--- src/rtl/rgb_pixel_packer.sv ---
// ============================================================================
//  Module   : rgb_pixel_packer
//  Purpose  : Packs LANES RGB888 pixels, received over a valid/ready
//             handshake, into one LANES*PIX_W block for the rgb_ycbcr
//             converter. Launches each block with a one-cycle start pulse,
//             then holds the source off until the converter's all_end level
//             rises. The converter input word (d_out) only changes at launch.
//  Revision : 1.0 - initial release
// ----------------------------------------------------------------------------
//  Ports
//    clk        in   rising-edge clock
//    rst_n      in   asynchronous active-low reset
//    pix_in     in   PIX_W  pixel, R[23:16] G[15:8] B[7:0]
//    pix_valid  in   pix_in valid
//    pix_ready  out  packer accepts a pixel this cycle
//    pix_last   in   last pixel of frame (flush build only)
//    all_end    in   completion level from converter
//    start      out  one-cycle launch pulse
//    d_out      out  LANES*PIX_W packed block (lane k at [PIX_W*k +: PIX_W])
//    busy       out  block launched and not yet completed
//    blk_cnt    out  16-bit count of launched blocks, wraps
//  Build option
//    RGB_PACK_FLUSH_EN : when defined, pix_last closes a block early and the
//                        unused upper lanes are zero.
// ============================================================================
`default_nettype none

module rgb_pixel_packer #(
    parameter int LANES = 16,
    parameter int PIX_W = 24
) (
    input  logic                   clk,
    input  logic                   rst_n,
    input  logic [PIX_W-1:0]       pix_in,
    input  logic                   pix_valid,
    output logic                   pix_ready,
    input  logic                   pix_last,
    input  logic                   all_end,
    output logic                   start,
    output logic [LANES*PIX_W-1:0] d_out,
    output logic                   busy,
    output logic [15:0]            blk_cnt
);

    localparam int LANE_W = (LANES > 1) ? $clog2(LANES) : 1;
    localparam logic [LANE_W-1:0] LAST_LANE = LANE_W'(LANES - 1);

    localparam logic [1:0] ST_FILL   = 2'd0;
    localparam logic [1:0] ST_LAUNCH = 2'd1;
    localparam logic [1:0] ST_WAIT   = 2'd2;

    logic [1:0]             state;
    logic [1:0]             state_nxt;
    logic [LANE_W-1:0]      lane;
    logic [LANES*PIX_W-1:0] shadow;
    logic [LANES*PIX_W-1:0] merged;
    logic                   all_end_q;
    logic                   accept;
    logic                   block_done;
    logic                   all_end_rise;

    assign accept       = pix_valid && pix_ready;
    assign all_end_rise = all_end && !all_end_q;

`ifdef RGB_PACK_FLUSH_EN
    assign block_done = accept && ((lane == LAST_LANE) || pix_last);
`else
    assign block_done = accept && (lane == LAST_LANE);
    logic unused_pix_last;
    assign unused_pix_last = pix_last;
`endif

    // Shadow with the incoming pixel dropped into the current lane; this is
    // what gets stored on a normal accept and what d_out takes at launch.
    always_comb begin
        merged = shadow;
        merged[int'(lane)*PIX_W +: PIX_W] = pix_in;
    end

    // ---------------- FSM: state register ----------------
    always_ff @(posedge clk or negedge rst_n) begin
        if (!rst_n) begin
            state <= ST_FILL;
        end else begin
            state <= state_nxt;
        end
    end

    // ---------------- FSM: next-state logic ----------------
    always_comb begin
        state_nxt = state;
        case (state)
            ST_FILL:   if (block_done) state_nxt = ST_LAUNCH;
            ST_LAUNCH: state_nxt = ST_WAIT;
            // Edge detect: a level still high from the previous block
            // cannot end the wait.
            ST_WAIT:   if (all_end_rise) state_nxt = ST_FILL;
            default:   state_nxt = ST_FILL;
        endcase
    end

    // ---------------- FSM: output decode ----------------
    // pix_ready is gated by rst_n so the source sees no ready during reset,
    // even though the reset state itself is FILL.
    always_comb begin
        pix_ready = 1'b0;
        start     = 1'b0;
        busy      = 1'b0;
        case (state)
            ST_FILL:   pix_ready = rst_n;
            ST_LAUNCH: begin
                start = 1'b1;
                busy  = 1'b1;
            end
            ST_WAIT:   busy = 1'b1;
            default:   ;
        endcase
    end

    // ---------------- Datapath ----------------
    always_ff @(posedge clk or negedge rst_n) begin
        if (!rst_n) begin
            lane      <= '0;
            shadow    <= '0;
            d_out     <= '0;
            blk_cnt   <= '0;
            all_end_q <= 1'b0;
        end else begin
            all_end_q <= all_end;
            if (accept) begin
                if (block_done) begin
                    // Clearing the shadow here means a flushed block's
                    // unwritten upper lanes read as zero.
                    d_out   <= merged;
                    shadow  <= '0;
                    lane    <= '0;
                    blk_cnt <= blk_cnt + 16'd1;
                end else begin
                    shadow <= merged;
                    lane   <= lane + 1'b1;
                end
            end
        end
    end

endmodule

`default_nettype wire

--- config.mk ---
export PLATFORM = sky130hd
export DESIGN_NAME = rgb_pixel_packer
export DESIGN_NICKNAME = d
export VERILOG_FILES = /design/src/rtl/rgb_pixel_packer.sv
export SDC_FILE = /design/constraint.sdc
export NUM_CORES = 2
export LEC_CHECK = 0
export ABC_CLOCK_PERIOD_IN_PS = 7100
export BUFFER_PORTS_ARGS = -buffer_cell sky130_fd_sc_hd__buf_2
export CELL_PAD_IN_SITES_DETAIL_PLACEMENT = 1
export CELL_PAD_IN_SITES_GLOBAL_PLACEMENT = 1
export CORE_ASPECT_RATIO = 1.5
export CORE_MARGIN = 8
export CORE_UTILIZATION = 50
export DETAILED_ROUTE_END_ITERATION = 8
export HOLD_SLACK_MARGIN = 0.08
export PLACE_DENSITY = 0.84
export SKIP_CTS_REPAIR_TIMING = 1
export SLEW_MARGIN = 20
export SYNTH_ARGS = -nofsm -noshare
export SYNTH_HDL_FRONTEND = slang
export SYNTH_SLANG_ARGS = --single-unit
export TNS_END_PERCENT = 1
--- constraint.sdc ---
create_clock -name clk -period 7.1 [get_ports clk]
set_clock_uncertainty 0.15 [all_clocks]
set_input_delay 0.71 -clock clk [delete_from_list [all_inputs] [get_ports clk]]
set_output_delay 0.71 -clock clk [all_outputs]
set_load 0.01 [all_outputs]
After elaboration in Yosys (flattened, before gate mapping). Index checks and enable logic that the tools add are counted.

Reduce and logical (&&, ||, !) cells: 8. Add/sub/neg operators: 3. Shifts and indexed selects: 2. Muxes and demuxes: 9. $mul: 1. Equality and inequality tests: 5.

Operator list (number): $bwmux 384 (1); $mux 384 (1); $shift 24x33->384 const A (1); $shiftx 24x33->384 (1); $neg 9->33 (1); $add 16x1->16 const B (1); $mul 4x2->6 const B (1); $pmux 2 s3 (1); $add 4x1->4 const B (1); $eq 4x4->1 const B (1); $mux 2 (2); $mux 4 (1); $ne 2x2->1 const B (2); $reduce_and 2->1 (2); $logic_and 1x1->1 (3); $mux 1 (3); $eq 2x1->1 const B (1); $eq 2x2->1 const B (1); $logic_not 2->1 (1); $reduce_or 2->1 (1); $logic_not 1->1 (1).

Output and inout port bits: 403. Register bits after elaboration: 791. Bits of input ports: 29. Logic and storage cells: 34.

Depth between registers and ports, before layout.
Depth in word-level cells: 6. Depth in mapped cells: 17. Mapped depth without buffers: 13.

Worst setup path after synthesis. Ideal clock, no wire load.

Path type: reg2reg. From: reg lane[0]. To: reg d_out[16]. Clock period less this slack: 3.892 ns. Required time: 6.829 ns. Setup time: 0.121 ns. Arrival: 3.620 ns. Buffers on the path: 5. Setup slack: 3.208 ns. Stages on the path, launching flop included: 17. Cells stage by stage: dfrtp_1 -> ha_1 -> inv_1 -> fa_1 -> buf_2 -> xor2_1 -> buf_4 -> nor3_1 -> ha_1 -> clkbuf_1 -> a2111o_1 -> clkbuf_1 -> o31a_1 -> and2_1 -> clkbuf_1 -> a22oi_1 -> nand2_1.

Cells in the longest elaborated chain, start to end: 4. Elaborated cells on any way between the ends: 8. Those cells by class: 1 x add/sub; 1 x mul; 1 x eq/ne; 2 x shift; 1 x mux; 2 x reduce/logical.

RTL lines: start: declaration (RTL line 54) `logic [LANE_W-1:0] lane;`; start signal: assignment (RTL line 140) `lane <= lane + 1'b1;`; $mul 4x2->6 (RTL line 77) `merged[int'(lane)*PIX_W +: PIX_W] = pix_in;`; $neg 9->33 (RTL line 77); $shiftx 24x33->384 or $shift 24x33->384 (tied branches) (RTL line 77); $bwmux 384 (RTL line 77); end signal: assignment (RTL line 134) `d_out <= merged;`; end: declaration (RTL line 40) `output logic [LANES*PIX_W-1:0] d_out,`.

Parallel ways exist; a longest one is shown, timed or not. A chain may end at the register's enable or synchronous reset.

Worst setup path in the final report.
From: reg lane[0]. To: reg shadow[354].

Cells in the longest elaborated chain, start to end: 5. Elaborated cells on any way between the ends: 8. Those cells by class: 1 x add/sub; 1 x mul; 1 x eq/ne; 2 x shift; 2 x mux; 1 x reduce/logical.

RTL lines: $mul 4x2->6 (RTL line 77); $neg 9->33 (RTL line 77); $shiftx 24x33->384 or $shift 24x33->384 (tied branches) (RTL line 77); $bwmux 384 (RTL line 77); $mux 384 (*) (RTL line 131) `if (block_done) begin`; end signal: assignment (RTL line 139) `shadow <= merged;`; end: declaration (RTL line 55) `logic [LANES*PIX_W-1:0] shadow;`.

Mark *: on every way between the ends. The rest lies on a longest branch, timed or not.

==> impl_metrics.json <==
{
  "first_global_vias": 32359,
  "hold_viol_final": 0,
  "port_buffers": 430,
  "crit_fanout": 52,
  "ys.flop_type": "dfrtp_1",
  "fmax_ghz": 0.186,
  "crit_path_end_kind": "flip-flop",
  "synthesis.area_um2": 35500,
  "min_period_over_period_pct": 75.5,
  "max_slew_margin_pct": 22.4,
  "synth_top_cell_by_area": "dfrtp_1",
  "ios": 432,
  "rr_worst_depth": 14,
  "finalMaxSlewViolations": 0,
  "yosys-top-cells-area": "dfrtp_1 56%, a22o_1 8.6%, nand2_1 4.5%",
  "crit_path_start_kind": "flip-flop",
  "dieArea_um2": 80000,
  "synthCells": 3271,
  "ys_ff_latch": 791,
  "p_int_mw": 10.3,
  "p_leak_nw": 20.4,
  "hold_path.class": "flip-flop to flip-flop",
  "tns_ps": 0,
  "grt_pass1_wl_mm": 204,
  "cellPowerDensity_nw_per_um2": 459,
  "ys_seq_area_share_pct": 55.7,
  "syn2layout_area_growth_pct": 15.6,
  "yosys.area_share.simple_pct": 12.8,
  "holdWs_ps": 320,
  "crit_type": "flip-flop to flip-flop",
  "cts_buffers": 76,
  "place.gp.congestion": 0.933,
  "pwr-share-comb_pct": 45.4,
  "synth_nets": 3312,
  "swShare_pct": 45.5,
  "path_clk_slew_ps": 70,
  "first_pass_iters": 5,
  "worst_pin_slew_ps": 1150,
  "vias_per_cell": 6.54,
  "synth.most_common_cell": "dfrtp_1",
  "cts_max_path_buffers": 3,
  "post-route-min-period_ps": 5360,
  "wl_mm": 134,
  "cts.sinks": 791,
  "setup_violations": 0,
  "p_seq_share_pct": 31.5,
  "antenna_found_initial": 11,
  "synth_edf_count": 0,
  "synth_common_cells": "791 x dfrtp_1, 423 x nand2_1, 350 x a22o_1",
  "p_clk_share_pct": 23.1,
  "synth_top_family_by_area": "compound AO/OA/AOI/OAI gates",
  "placeableCoreArea_um2": 70300,
  "drive_above_1_share_pct": 19.4,
  "required_ps": 7450,
  "grt_max_degree": 197,
  "final_nets": 3646,
  "async_flop_share_pct": 100,
  "switching_power_mw": 8.59,
  "htreeDepth": 3,
  "synth_cell_types": 80,
  "grt_use_total_pct": 33.2,
  "yosysTopAreaCellShare_pct": 55.7,
  "fp.dieH_um": 342,
  "hpwlAfterDp_mm": 92.9,
  "vias": 29954,
  "cts_tree": "yes",
  "rsz0062_at_grt": "no",
  "cap_violations": 0,
  "insertion_delay_ps": 630,
  "root_buffer": "clkbuf_16",
  "synth-adder-area-share_pct": 0.444,
  "synth_mux_area_share_pct": 4.10,
  "synth_xor_area_share_pct": 0.669,
  "drcViolationCount": 0,
  "holdPathStages": 2,
  "first_iter_violations": 2741,
  "synth_compound_area_share_pct": 23.3,
  "start_util_pct": 50.5,
  "num_rows": 119,
  "ant_nets": 0,
  "synth-warning-count": 0,
  "peakVddDrop_mv": 0.425,
  "outcome": "complete, no violations",
  "die_x_um": 234,
  "syn_avg_cell_area_um2": 10.9,
  "fill_cells": 7500,
  "wl_per_cell_um": 29.3,
  "grt-ovfl-total": 0,
  "arrival_ps": 5720
}
==> registers in the layout, summed over array words and instances, names as in the netlist <==
signal,cells
state,2
shadow,384
lane,4
all_end_q,1
blk_cnt,16
d_out,384
==> metrics by stage <==
stage	utilization [%]	instances	area [µm²]	total power [mW]	setup WS [ps]
global route	58.4	4572	41100	19.5	1480
CTS	58.3	4567	41000	18.7	1540
detailed placement	54.6	4431	38300	14.3	1550
finish	58.5	4579	41100	18.9	1740
floorplan	-	3271	35500	11.2	3210
global placement	54.6	4431	38300	13.9	1880
==> power groups by stage <==
stage | clock network (mW) | logic, mW | registers, mW
floorplan | 0 | 5.37 | 5.84
global placement | 0 | 8.00 | 5.89
detailed placement | 0 | 8.30 | 5.95
CTS | 4.39 | 8.40 | 5.90
global route | 4.56 | 8.98 | 6.00
finish | 4.36 | 8.56 | 5.93
==> path summary, 6_finish.rpt <==
kind / from / end / slack (ps)
min: d_out[19] / d_out[19] / 320
max reg2reg: lane[0] / shadow[354] / 1740
max: lane[0] / shadow[354] / 1740
max in group asynchronous: rst_n / shadow[348] / 3110
min in group asynchronous: rst_n / blk_cnt[14] / 560
min reg2reg: d_out[19] / d_out[19] / 320
==> cells by family (layout without fill, tap and decap cells) <==
| family | after synthesis | count (layout) |
|---|---|---|
| adders and majority gates | 12 | 12 |
| and+or+nand+nor | 941 | 941 |
| other | 0 | 9 |
| AOI/OAI and AO/OA | 1105 | 1105 |
| DFF | 791 | 791 |
| buffers and inverters | 255 | 647 |
| xor gates and xnor gates | 23 | 23 |
| muxes | 144 | 144 |
==> worst max-delay path: stages, from the launching register on <==
cell      delay [ps]
dfrtp_1          390
buf_4            500
inv_1            140
ha_1             340
nor2_1           280
nand2_1          310
nor3_1           250
ha_1             260
buf_4            210
inv_1            190
o2111a_1         650
nand2_1          470
nor2_2           510
o21ai_1          290
a22o_1           280
==> area by class of cell <==
class	count	area, µm²	share of cell area [%]
antenna	9	22.5	0.0548
clock buffer	107	2190	5.33
tap	907	1130	2.76
multi-input combinational	2225	14700	35.8
sequential	791	19800	48.2
timing repair buffer	489	2690	6.55
inverter	22	82.6	0.201
clock inverter	29	447	1.09
==> metal layers <==
layer,part of all wire [%],wire (µm),vias up,GRT usage [%]
met5,0.052,70,-,0
met4,6.0,8120,10,18.0
met3,7.8,10500,410,6.87
met2,49,65900,1396,55.7
met1,37,49700,15344,39.5
li1,-,-,12794,-
==> layout by cell type (no fill, tap or decap), types with 24 or more instances in the layout <==
master,instances
nor2_1,154
nand3_1,30
o21ai_1,74
and2_1,26
a221o_1,144
a21oi_1,79
nor3_1,53
mux2i_1,133
a22o_1,350
dfrtp_1,791
and3_1,146
o21ai_0,264
o2bb2ai_1,52
buf_2,429
o22ai_1,24
nand2_1,421
clkbuf_16,77
buf_4,49
No activity file was read; power rests on OpenSTA's default activity.
